[config.mk]
export PLATFORM = sky130hd
export DESIGN_NAME = modexp_ctrl
export DESIGN_NICKNAME = d
export VERILOG_FILES = /design/src/rtl/modexp_ctrl.sv
export SDC_FILE = /design/constraint.sdc
export NUM_CORES = 1
export LEC_CHECK = 0
export CORE_MARGIN = 2
export CORE_UTILIZATION = 53
export DETAILED_ROUTE_END_ITERATION = 7
export PLACE_DENSITY = 0.85
export SYNTH_ARGS = -nofsm -noshare
export SYNTH_HDL_FRONTEND = slang
export SYNTH_SLANG_ARGS = --single-unit
[constraint.sdc]
create_clock -name clk -period 4.9 [get_ports clk]
set_clock_uncertainty 0.2 [all_clocks]
set_input_delay 0.49 -clock clk [delete_from_list [all_inputs] [get_ports clk]]
set_output_delay 0.49 -clock clk [all_outputs]
set_load 0.05 [all_outputs]
[src/rtl/modexp_ctrl.sv]
// Modular exponentiation controller: result = base^exp mod n.
// Left-to-right square-and-multiply. Every multiplication is delegated to an
// external modmult unit through the mm_* handshake. The base is reduced once
// (base*1 mod n), and then each exponent bit from MSB to LSB costs one square,
// plus one multiply when that bit is set.
module modexp_ctrl #(
    parameter int WIDTH = 16
) (
    input  logic             clk,
    input  logic             rst,
    input  logic             go,
    input  logic [WIDTH-1:0] base,
    input  logic [WIDTH-1:0] exp,
    input  logic [WIDTH-1:0] n,
    output logic [WIDTH-1:0] result,
    output logic             done,
    output logic             busy,
    output logic             err,
    output logic             mm_go,
    output logic [WIDTH-1:0] mm_a,
    output logic [WIDTH-1:0] mm_b,
    output logic [WIDTH-1:0] mm_n,
    input  logic [WIDTH-1:0] mm_result,
    input  logic             mm_done
);

    localparam int IW = (WIDTH > 1) ? $clog2(WIDTH) : 1;

    typedef enum logic [2:0] {
        S_IDLE,
        S_PREP_ISSUE,
        S_PREP_WAIT,
        S_SQ_ISSUE,
        S_SQ_WAIT,
        S_MUL_ISSUE,
        S_MUL_WAIT,
        S_FINISH
    } state_t;

    state_t           r_state;
    logic [WIDTH-1:0] r_base;
    logic [WIDTH-1:0] r_exp;
    logic [WIDTH-1:0] r_n;
    logic [WIDTH-1:0] r_acc;
    logic [WIDTH-1:0] r_rb;
    logic [WIDTH-1:0] r_result;
    logic [WIDTH-1:0] r_mm_a;
    logic [WIDTH-1:0] r_mm_b;
    logic [IW-1:0]    r_idx;
    logic             r_done;
    logic             r_busy;
    logic             r_err;
    logic             r_mm_go;
    logic             r_mm_done_d;

    logic             w_mm_fire;
    logic             w_exp_bit;
    logic             w_last_bit;

    // A completion is a fresh rising edge of mm_done, so a done level held
    // over from the previous multiplication is never mistaken for a new one.
    assign w_mm_fire  = mm_done & ~r_mm_done_d;
    assign w_exp_bit  = r_exp[r_idx];
    assign w_last_bit = (r_idx == '0);

    assign result = r_result;
    assign done   = r_done;
    assign busy   = r_busy;
    assign err    = r_err;
    assign mm_go  = r_mm_go;
    assign mm_a   = r_mm_a;
    assign mm_b   = r_mm_b;
    assign mm_n   = r_n;

    // Delayed copy of mm_done for the rising-edge completion detect.
    always_ff @(posedge clk) begin
        // NOTE: sequential state uses non-blocking assignments so every
        // register in the design updates from the same pre-edge values.
        if (!rst) begin
            r_mm_done_d <= 1'b0;
        end else begin
            r_mm_done_d <= mm_done;
        end
    end

    // Main controller: walks the exponent bits and sequences modmult calls.
    always_ff @(posedge clk) begin
        if (!rst) begin
            r_state  <= S_IDLE;
            r_base   <= '0;
            r_exp    <= '0;
            r_n      <= '0;
            r_acc    <= '0;
            r_rb     <= '0;
            r_result <= '0;
            r_mm_a   <= '0;
            r_mm_b   <= '0;
            r_idx    <= '0;
            r_done   <= 1'b0;
            r_busy   <= 1'b0;
            r_err    <= 1'b0;
            r_mm_go  <= 1'b0;
        end else begin
            // Pulse outputs default low; only FINISH and the ISSUE states raise them.
            r_done  <= 1'b0;
            r_mm_go <= 1'b0;

            case (r_state)
                S_IDLE: begin
                    // A go coinciding with the done pulse waits one cycle.
                    if (go && !r_done) begin
                        r_base <= base;
                        r_exp  <= exp;
                        r_n    <= n;
                        r_err  <= 1'b0;
                        r_idx  <= IW'(WIDTH - 1);
                        r_busy <= 1'b1;
                        if (n <= WIDTH'(1)) begin
                            // Modulus 0 or 1: result is 0 without any multiplication.
                            r_acc   <= '0;
                            r_state <= S_FINISH;
                        end else begin
                            r_state <= S_PREP_ISSUE;
                        end
                    end
                end

                S_PREP_ISSUE: begin
                    r_mm_a  <= r_base;
                    r_mm_b  <= WIDTH'(1);
                    r_mm_go <= 1'b1;
                    r_state <= S_PREP_WAIT;
                end

                S_PREP_WAIT: begin
                    if (w_mm_fire) begin
                        r_rb    <= mm_result;
                        r_acc   <= WIDTH'(1);
                        r_state <= S_SQ_ISSUE;
                    end
                end

                S_SQ_ISSUE: begin
                    r_mm_a  <= r_acc;
                    r_mm_b  <= r_acc;
                    r_mm_go <= 1'b1;
                    r_state <= S_SQ_WAIT;
                end

                S_SQ_WAIT: begin
                    if (w_mm_fire) begin
                        r_acc <= mm_result;
                        if (w_exp_bit) begin
                            r_state <= S_MUL_ISSUE;
                        end else if (w_last_bit) begin
                            r_state <= S_FINISH;
                        end else begin
                            r_idx   <= r_idx - IW'(1);
                            r_state <= S_SQ_ISSUE;
                        end
                    end
                end

                S_MUL_ISSUE: begin
                    r_mm_a  <= r_acc;
                    r_mm_b  <= r_rb;
                    r_mm_go <= 1'b1;
                    r_state <= S_MUL_WAIT;
                end

                S_MUL_WAIT: begin
                    if (w_mm_fire) begin
                        r_acc <= mm_result;
                        if (w_last_bit) begin
                            r_state <= S_FINISH;
                        end else begin
                            r_idx   <= r_idx - IW'(1);
                            r_state <= S_SQ_ISSUE;
                        end
                    end
                end

                S_FINISH: begin
                    r_result <= r_acc;
                    r_err    <= (r_n == '0);
                    r_done   <= 1'b1;
                    r_busy   <= 1'b0;
                    r_state  <= S_IDLE;
                end

                default: begin
                    r_state <= S_IDLE;
                end
            endcase
        end
    end

endmodule

==> reports/metrics.csv <==
metric,value,unit
hold_buffers,0,
powerDensity,393,mW/mm^2
nets,847,
root_buffer,clkbuf_8,
cp_max_fo,60,
die-area,0.0114,sq mm
syn_nets,745,
slowest_delay,1.04,ns
ant_nets,0,
route.detailed.drc,0,
period_share,0.734,
irDropWorstVdd,0.202,mV
yosys_register_bits,140,
ys_async_sr_fraction,0,
path_cells,"nor2_2, nor2_1, a31oi_2, a211o_1, a21oi_1",
cts_tree,yes,
viasPerCell,5.87,
hold_path_depth,2,
r2r_cells,5,
finalCriticalPeriod,3.60,ns
crit_type,reg2reg,
drt_pass1_iterations,5,
drive_gt1_frac,0.0684,
io-pin-count,136,
start_util,0.544,
synth_top_flop_cell,dfxtp_1,
vias,5430,
final_cell_count_no_fill,925,
outcome,"complete, no violations",
relSlewSlack,0.228,
cp.arrival,3.84,ns
grt_max_degree,61,
track_usage,0.286,
diodes,0,
clk_latency,0.52,ns
setup_violations,0,
end_kind,register,
die_x,107,microns
area_growth,33.3,%
slew_viol_final,0,
total_leakage_power,2.72,nW
cts_resized,0,
synthCells,675,
finalCoreUtilization,0.725,
power,2.94,mW
fmax,278,MHz
clk_pin_slew_worst_paths,0.06,ns
ys_types,52,
htree_levels,4,
slowest_stage,dfxtp_2,
grt_pass1_wl,26.0,mm
cts.sinks,140,
worst_setup_path_start_kind,register,
grt-ovfl-total,0,
holdPathEnd,r_exp[15],
post_cts_buffers,0,
drt_iter0_drc,545,
hold_path.class,reg2reg,
port_buffers,135,
cap_violations,0,
rsz0062_at_grt,false,
worstPathRequired,5.14,ns
cts_buffer_depth,2,
finalHoldViolations,0,
nFillCells,758,
routed_wl,15.9,mm
wl_per_cell,17.2,microns
core,0.0103,sq mm
antenna_found_initial,0,
holdWs,0.254,ns
die_h,107,microns
r2r_setup_slack,1.30,ns
synth_seq_area_share,0.499,
worstMarginPinSlew,1.15,ns
syn-cell-area,0.00562,sq mm
dpl.hpwl,10.3,mm
gp_congestion,0.810,
hold_start,r_exp[15],
yosysWarningCount,0,
tns,0,ns
cts_buffers,17,
grt_pass1_vias,5332,
place_inst,894,
synth_edf_count,0,
r2r-start,r_state[2],
r2r-end,r_acc[0],
syn_avg_cell_area,8.32,sq um
rows,37,
[sequential cells by signal, indices dropped and copies added, names as in the netlist, 3 cells and up]
signal   cells
r_exp       16
r_rb        16
r_state      3
result      16
r_base      16
r_acc       16
mm_n        16
mm_b        16
mm_a        16
r_idx        4
[area by class of cell]
type / instances / area (sq um) / share of cell area
Multi-Input combinational cell: 472 / 2580 / 0.345
Tap cell: 136 / 170 / 0.0227
Clock inverter: 14 / 98.8 / 0.0132
Timing Repair Buffer: 141 / 1400 / 0.187
Sequential cell: 140 / 2810 / 0.375
Inverter: 5 / 18.8 / 0.00251
Clock buffer: 17 / 414 / 0.0553
[cell families after synthesis]
| logic type | count (synthesis) | share of synthesized area |
|---|---|---|
| and+or+nand+nor | 233 | 0.188 |
| AOI/OAI and AO/OA | 230 | 0.248 |
| DFF | 140 | 0.499 |
| buffers and inverters | 63 | 0.0439 |
| muxes | 7 | 0.0174 |
| adders and majority gates | 2 | 0.00446 |
[metal layers]
| metal | share of wire | GRT usage | vias to the layer above |
|---|---|---|---|
| met5 | 0 | 0 | - |
| met4 | 0.020 | 0.111 | 0 |
| met3 | 0.085 | 0.0657 | 41 |
| met2 | 0.47 | 0.455 | 297 |
| met1 | 0.42 | 0.380 | 2508 |
| li1 | - | - | 2584 |
[cells in the final DEF (no fill, tap or decap), types with 3 or more instances in the layout]
master,count
nand2_1,153
dfxtp_1,138
clkdlybuf4s50_1,135
a21oi_1,98
o21ai_0,65
nor2_1,23
a22o_1,17
a311oi_1,16
nand4_1,16
clkbuf_16,16
a21o_1,15
buf_4,6
nand2b_1,5
nor4_1,5
clkinv_2,5
and2_1,4
nor2b_1,4
nor3_1,4
clkinvlp_4,4
inv_1,3
mux2i_1,3
clkinv_4,3
[synthesized netlist by cell type (3+ instances only)]
cell type / number / area share
o21ai_0: 65 / 0.058
dfxtp_1: 140 / 0.50
nor3_1: 5 / 0.0045
a21o_1: 15 / 0.020
nor2b_1: 4 / 0.0045
inv_1: 4 / 0.0027
a311oi_1: 16 / 0.025
a21oi_1: 99 / 0.088
mux2i_1: 3 / 0.0053
buf_2: 4 / 0.0036
nand2_1: 153 / 0.10
nor2_1: 23 / 0.015
and2_1: 4 / 0.0045
clkbuf_1: 52 / 0.035
a22o_1: 17 / 0.027
nand4_1: 16 / 0.018
nor4_1: 5 / 0.0056
nand2b_1: 5 / 0.0056
[report_power, final]
group	total (mW)	switching, mW	internal [mW]
combinational	0.539	0.337	0.202
clock	1.12	0.506	0.618
sequential	1.28	0.0715	1.21
total	2.94	0.915	2.03
[worst max-delay path by stage]
| stage | from | to | slack [ns] | cells past startpoint |
|---|---|---|---|---|
| global route | r_state[2] | r_acc[1] | 1.06 | 5 |
| floorplan | n[1] | r_acc[13] | 2.71 | 6 |
| global placement | rst | result[12] | 1.50 | 4 |
| finish | r_state[2] | r_acc[0] | 1.30 | 5 |
| CTS | r_state[2] | r_acc[0] | 1.40 | 5 |
| detailed placement | rst | result[9] | 1.39 | 4 |
[worst max-delay path: cells and delay by family (launching register included)]
family	cells	cell delay [ns]
and+or+nand+nor	2	1.39
DFF	1	1.04
AOI/OAI and AO/OA	3	0.88
[stage by stage]
step	worst slack (ns)	instance area [sq um]
6_report	1.30	7490
5_1_grt	1.06	7490
4_1_cts	1.40	7490
3_5_place_dp	1.39	6970
3_3_place_gp	1.50	6970
2_1_floorplan	2.71	5620
Note: power is estimated with default switching activity, not from simulation.
